<file path="src/rtl/mux_scan_ctrl.sv">
// Scans a 4:1 mux through channels 0..3, samples its output after a settle time,
// and publishes a 4-bit snapshot. Define MUX_SCAN_CONT_EN for level-triggered continuous scanning.
module mux_scan_ctrl #(
    parameter int DWELL = 2,
    parameter int CNT_W = 8
) (
    input  logic       in_clk,
    input  logic       in_rst,
    input  logic       in_start,
    input  logic       in_mux_f,
    output logic [1:0] out_s,
    output logic       out_busy,
    output logic       out_done,
    output logic [3:0] out_data
);

    localparam int DW = (DWELL < 1) ? 1 : DWELL;
    localparam logic [CNT_W-1:0] LAST = CNT_W'(DW - 1);

    typedef enum logic [1:0] {
        IDLE,
        SETTLE,
        SAMPLE,
        DONE
    } state_t;

    state_t           state_q, state_d;
    logic [CNT_W-1:0] cnt_q, cnt_d;
    logic [1:0]       sel_q, sel_d;
    logic             busy_q, busy_d;
    logic             done_q, done_d;
    logic [3:0]       data_q, data_d;
    logic [3:0]       shadow_q, shadow_d;
    logic             go;

`ifdef MUX_SCAN_CONT_EN
    assign go = in_start;
`else
    logic start_q;

    always_ff @(posedge in_clk) begin
        if (in_rst) begin
            start_q <= 1'b0;
        end else begin
            start_q <= in_start;
        end
    end

    assign go = in_start & ~start_q;
`endif

    always_comb begin
        state_d  = state_q;
        cnt_d    = cnt_q;
        sel_d    = sel_q;
        busy_d   = busy_q;
        done_d   = 1'b0;
        data_d   = data_q;
        shadow_d = shadow_q;
        case (state_q)
            IDLE: begin
                busy_d = 1'b0;
                if (go) begin
                    state_d = SETTLE;
                    sel_d   = 2'd0;
                    cnt_d   = '0;
                    busy_d  = 1'b1;
                end
            end
            SETTLE: begin
                if (cnt_q == LAST) begin
                    state_d = SAMPLE;
                end else begin
                    cnt_d = cnt_q + 1'b1;
                end
            end
            SAMPLE: begin
                shadow_d[sel_q] = in_mux_f;
                if (sel_q == 2'd3) begin
                    // Snapshot is published together with the last sample, so out_data never tears.
                    state_d = DONE;
                    busy_d  = 1'b0;
                    done_d  = 1'b1;
                    data_d  = shadow_d;
                end else begin
                    state_d = SETTLE;
                    sel_d   = sel_q + 2'd1;
                    cnt_d   = '0;
                end
            end
            DONE: begin
                state_d = IDLE;
`ifdef MUX_SCAN_CONT_EN
                if (go) begin
                    state_d = SETTLE;
                    sel_d   = 2'd0;
                    cnt_d   = '0;
                    busy_d  = 1'b1;
                end
`endif
            end
            default: begin
                state_d = IDLE;
                busy_d  = 1'b0;
            end
        endcase
    end

    always_ff @(posedge in_clk) begin
        if (in_rst) begin
            state_q  <= IDLE;
            cnt_q    <= '0;
            sel_q    <= 2'd0;
            busy_q   <= 1'b0;
            done_q   <= 1'b0;
            data_q   <= 4'd0;
            shadow_q <= 4'd0;
        end else begin
            state_q  <= state_d;
            cnt_q    <= cnt_d;
            sel_q    <= sel_d;
            busy_q   <= busy_d;
            done_q   <= done_d;
            data_q   <= data_d;
            shadow_q <= shadow_d;
        end
    end

    assign out_s    = sel_q;
    assign out_busy = busy_q;
    assign out_done = done_q;
    assign out_data = data_q;

endmodule

</file>
<file path="config.mk">
export PLATFORM = sky130hd
export DESIGN_NAME = mux_scan_ctrl
export DESIGN_NICKNAME = d
export VERILOG_FILES = /design/src/rtl/mux_scan_ctrl.sv
export SDC_FILE = /design/constraint.sdc
export NUM_CORES = 1
export LEC_CHECK = 0
export CAP_MARGIN = 20
export CORE_UTILIZATION = 43
export DETAILED_ROUTE_END_ITERATION = 10
export PLACE_DENSITY_LB_ADDON = 0.25
export SYNTH_ARGS = -nofsm -noshare
export SYNTH_HDL_FRONTEND = slang
export SYNTH_SLANG_ARGS = --single-unit
</file>
<file path="constraint.sdc">
create_clock -name in_clk -period 1.7 [get_ports in_clk]
set_clock_uncertainty 0.05 [all_clocks]
set_input_delay 0.255 -clock in_clk [delete_from_list [all_inputs] [get_ports in_clk]]
set_output_delay 0.255 -clock in_clk [all_outputs]
set_load 0.02 [all_outputs]
</file>
---- After elaboration in Yosys (flattened, before gate mapping) ----
Cells that the tools add are included.
storage, ports and cells
  register bits ........................... 23
  bits of input ports ..................... 4
  word-level logic and storage cells ...... 53
cells by class
  add/subtract/negate cells ............... 2
  order comparisons ....................... 2
  equal/unequal tests ..................... 10
  mux-type cells .......................... 18
  bitwise operators ....................... 3
  reduce and logical (&&, ||, !) cells .... 10
operators by type and width
  cell                                                  number
  2-to-1 mux 8 bit                                      3
  one-hot mux 8 bit (3 select lines)                    1
  2-to-1 mux 2 bit                                      5
  != test 2 bit (second input constant)                 5
  adder 8 x 1 -> 8 bit (second input constant)          1
  == test 8 x 1 -> 1 bit (second input constant)        1
  one-hot mux 2 bit (4 select lines)                    1
  == test 2 bit (second input constant)                 3
  AND reduction 2 bit                                   3
  bitwise mux 4 bit                                     1
  2-to-1 mux 1 bit                                      4
  one-hot mux 2 bit (2 select lines)                    1
  AND reduction 4 bit                                   1
  < comparator 2 x 3 -> 1 bit (second input constant)   1
  AND reduction 3 bit                                   1
  nonzero test 3 bit                                    1
  adder 2 x 1 -> 2 bit (second input constant)          1
  demux 1 bit (select 2 bit)                            1
  == test 2 x 1 -> 1 bit (second input constant)        1
  >= comparator 2 x 1 -> 1 bit (second input constant)  1
  zero test 2 bit                                       1
  inverter 1 bit                                        2
  one-hot mux 1 bit (2 select lines)                    1
  nonzero test 2 bit                                    1
  3 further kinds                                       3

---- Depth between registers and ports, before layout ----
  depth in word-level cells ............... 5
  depth in mapped cells ................... 7
  depth with buffers taken out ............ 6

---- Worst setup path before layout ----
Ideal clock, no wire load.
  path kind ............................... register to register
  from .................................... register sel_q[0], in the netlist out_s[0]
  to ...................................... register cnt_q[2]
  data arrival time ....................... 1.530 ns
  data required time ...................... 1.530 ns
  setup slack ............................. 0.000 ns
  cell stages (with the launch flop) ...... 7
  path buffers ............................ 1
  period minus slack after synthesis ...... 1.700 ns
  path through ............................ dfxtp_1 ha_1 nor2b_1 o21bai_1 and3b_1 buf_6 a211o_2
on the way
  longest elaborated chain between the ends .. 3
RTL lines
  item                           line  source
  start, declared                29    logic [1:0] sel_q, sel_d;
  start signal, assigned         121   sel_q <= sel_d;
  == test 2 bit                  79    if (sel_q == 2'd3) begin
  != test 2 bit (no line)        n/a
  AND reduction 4 bit (no line)  n/a
  end signal, assigned           120   cnt_q <= cnt_d;
  end, declared                  28    logic [CNT_W-1:0] cnt_q, cnt_d;
Every way passes these cells.
A chain may end at the register's enable or synchronous reset.

---- Worst setup path after layout ----
  from .................................... register cnt_q[1]
  to ...................................... register cnt_q[1]
on the way
  longest elaborated chain between the ends .. 3
RTL lines
  item                                                                              line
  adder 8 x 1 -> 8 bit / == test 8 x 1 -> 1 bit (equally long branches)             74, 71
  2-to-1 mux 8 bit / != test 2 bit (equally long branches)                          n/a
  one-hot mux 8 bit (3 select lines) / AND reduction 4 bit (equally long branches)  n/a
Parallel ways exist; a longest one is shown, timed or not. The select of a mux whose other input is x is not followed.

==> flow_metrics.py <==
metrics = {
    "pwr": {
        "p_leak_nw": 0.529,
        "seq_power_share": 0.546,
        "ir_drop_uv": 489,
        "p_per_area_nw_per_um2": 743,
        "p_total_mw": 1.01,
        "clockPowerShare": 0.289,
        "swShare": 0.258,
        "switching_power_mw": 0.260,
        "combPwrFrac": 0.165,
        "p_int_mw": 0.747,
    },
    "placed_design": {
        "place_area_um2": 1280,
        "dp_slack_ns": -0.199,
        "dp_cells": 164,
        "gp_congestion": 0.751,
        "portBuffers": 11,
        "hpwl_um": 1570,
    },
    "drt": {
        "finalWirelength_um": 2140,
        "highest_layer": "met4",
        "drt_iter0_markers": 16,
        "wl_met3_um": 78,
        "post_drt_wl_per_cell_um": 12.7,
        "drt_pre_antenna_iters": 4,
        "ant_nets": 0,
        "wl_met1_um": 1070,
        "met2WireLength_um": 951,
        "drc": 0,
        "vias_per_cell": 5.41,
        "num_vias": 915,
    },
    "finish": {
        "insertedDiodeCount": 0,
        "final_cell_mix": "dfxtp_1 (19), nand2_1 (13), buf_4 (13)",
        "final_util": 0.595,
        "stdcell_count": 169,
        "synthToLayoutAreaGrowth_pct": 26.1,
        "final_common_cell": "dfxtp_1",
        "stdcell_area_um2": 1360,
        "drive_gt1_frac": 0.248,
        "fin_nets": 152,
    },
    "floorplanning": {
        "core_region_area_um2": 2280,
        "die_w_um": 52.0,
        "die_y_um": 52.0,
        "dieArea_um2": 2700,
        "rows": 17,
        "io-pin-count": 12,
        "start_util": 0.472,
    },
    "synthesis": {
        "synth_top_family_by_area": "simple AND/OR/NAND/NOR gates",
        "syn-cell-area_um2": 1070,
        "synth_compound_area_frac": 0.176,
        "synthAdderAreaFrac": 0.0698,
        "synthSimpleGateAreaFrac": 0.247,
        "seq_area_frac_synth": 0.410,
        "syn_nets": 128,
        "synth-xor-area-share": 0.0163,
        "synth_seq_cells": 22,
        "synth_cells": 118,
        "ys.warnings.count": 0,
        "synth.area.mux_share": 0.0384,
        "syn_avg_cell_area_um2": 9.11,
        "ys_types": 39,
    },
    "clocking": {
        "cts_buffers": 3,
        "cts.sinks": 22,
        "clk_path_buf_depth": 2,
        "clockRootBuffer": "clkbuf_4",
        "cts-hold-fix-buffers": 0,
        "cts_tree": "done",
        "clock_latency_ns": 0.31,
        "htree_levels": 1,
        "path_clk_slew_ns": 0.12,
    },
    "worst_setup_path": {
        "required_ns": 1.89,
        "arrival_ns": 1.87,
        "cp-start-kind": "register",
        "crit_type": "reg2reg",
        "endpoint_kind": "register",
        "reg2reg_depth": 6,
        "cp_max_fo": 6,
    },
    "sta": {
        "fmax_mhz": 596,
        "finalCritPeriodShare": 0.988,
        "finalCriticalPeriod_ns": 1.68,
        "worstMarginPinSlew_ns": 0.366,
        "slew_headroom": 0.755,
        "finalHoldViolCount": 0,
        "finalMaxSlewViolations": 0,
        "setup_ws_ns": 0.0210,
        "timing.hold.ws_ns": 0.417,
        "grt_setup_unrepaired": "yes",
        "tns_ns": 0,
        "setup_viol": 0,
    },
    "grt": {
        "overflow": 0,
        "grtUsageTotal": 0.191,
        "grt_pass1_wl_um": 3820,
        "grt_max_degree": 13,
        "antenna_found_initial": 0,
        "grt_pass1_vias": 879,
    },
    "worst_hold_path": {
        "hold_class": "reg2reg",
        "whs_path_depth": 2,
    },
    "job": {
        "drv_cap": 0,
    },
    "outcome": {
        "status": "finished clean",
    },
}
==> flip-flops by register name, summed over array words and instances, names as in the netlist <==
| name | count |
|---|---|
| out_busy | 1 |
| out_s | 2 |
| out_done | 1 |
| start_q | 1 |
| shadow_q | 3 |
| state_q | 2 |
| out_data | 4 |
| cnt_q | 8 |
==> synth_stat cells <==
master	number	area (um2)
and4_2	1	10.0
and2b_2	1	8.76
nor3b_1	4	30.0
clkbuf_1	3	11.3
o21ai_0	2	10.0
a22o_1	2	17.5
buf_2	1	5.00
o21ai_4	1	16.3
o21ai_2	1	8.76
nor2_1	9	33.8
nor2b_1	4	25.0
nor3_1	1	5.00
a211o_2	1	10.0
a311oi_1	1	8.76
or3_2	1	7.51
o21bai_1	2	15.0
xnor2_1	2	17.5
inv_1	5	18.8
o2bb2ai_1	1	8.76
nand3_1	6	30.0
a21oi_1	9	45.0
buf_6	1	11.3
nand2b_1	1	6.26
nand2_1	13	48.8
mux2_2	1	11.3
mux2i_1	3	30.0
ha_1	6	75.1
a211oi_1	3	22.5
a211o_1	1	8.76
and3b_1	1	8.76
or4b_4	1	13.8
a21o_2	1	8.76
nand4_1	1	6.26
and3b_2	1	10.0
nor4b_1	1	8.76
and3_1	1	6.26
and2_1	1	6.26
a221oi_1	1	8.76
dfxtp_1	22	440
==> path summary, 6_finish.rpt <==
| check | to | from | slack [ns] |
|---|---|---|---|
| max | cnt_q[1]$_SDFFE_PP0P_ | cnt_q[1]$_SDFFE_PP0P_ | 0.02 |
| min | out_data[3]$_SDFFE_PP0P_ | out_data[3]$_SDFFE_PP0P_ | 0.42 |
| max reg2reg | cnt_q[1]$_SDFFE_PP0P_ | cnt_q[1]$_SDFFE_PP0P_ | 0.02 |
| min reg2reg | out_data[3]$_SDFFE_PP0P_ | out_data[3]$_SDFFE_PP0P_ | 0.42 |
==> cell families (layout without fill, tap and decap cells) <==
logic type | Yosys count | count (layout)
buffers and inverters | 10 | 33
muxes | 4 | 4
AOI/OAI and AO/OA | 26 | 26
and+or+nand+nor | 48 | 48
DFF | 22 | 22
xor gates and xnor gates | 2 | 2
adders and majority gates | 6 | 6
==> power by group through the flow <==
stage / Sequential [mW] / Combinational [mW] / Clock (mW)
4_1_cts: 0.550 / 0.163 / 0.295
3_3_place_gp: 0.559 / 0.154 / 0
5_1_grt: 0.553 / 0.183 / 0.314
6_report: 0.550 / 0.166 / 0.291
2_1_floorplan: 0.561 / 0.0987 / 0
3_5_place_dp: 0.559 / 0.158 / 0
==> area by class of cell <==
cell class	count	area, um2
clock buffers	4	36.3
flip-flops and latches	22	444
fillers	198	921
repair buffers	24	208
inverters	5	18.8
multi-input cells	86	613
well taps	28	35.0
==> layer usage <==
layer / vias up / GRT usage
met1: 431 / 0.246
met3: 4 / 0.0263
met4: 0 / 0.0946
met5: - / 0
li1: 461 / -
met2: 19 / 0.310
==> repair_timing <==
| item | CTS | global route |
|---|---|---|
| endpoints found under the hold margin | 0 | 0 |
| setup endpoints to repair | 6 | 7 |
| gates resized for setup | 6 | 2 |
| pin swaps | 2 | 4 |
| setup buffers | 0 | 1 |
==> worst max-delay path, stage by stage (launching register included) <==
cell	delay (ns)
dfxtp_2	0.34
inv_2	0.06
ha_4	0.11
or4b_4	0.49
o21ai_4	0.16
and3b_2	0.28
o2bb2ai_1	0.13
Power figures use the tool's default switching activity.
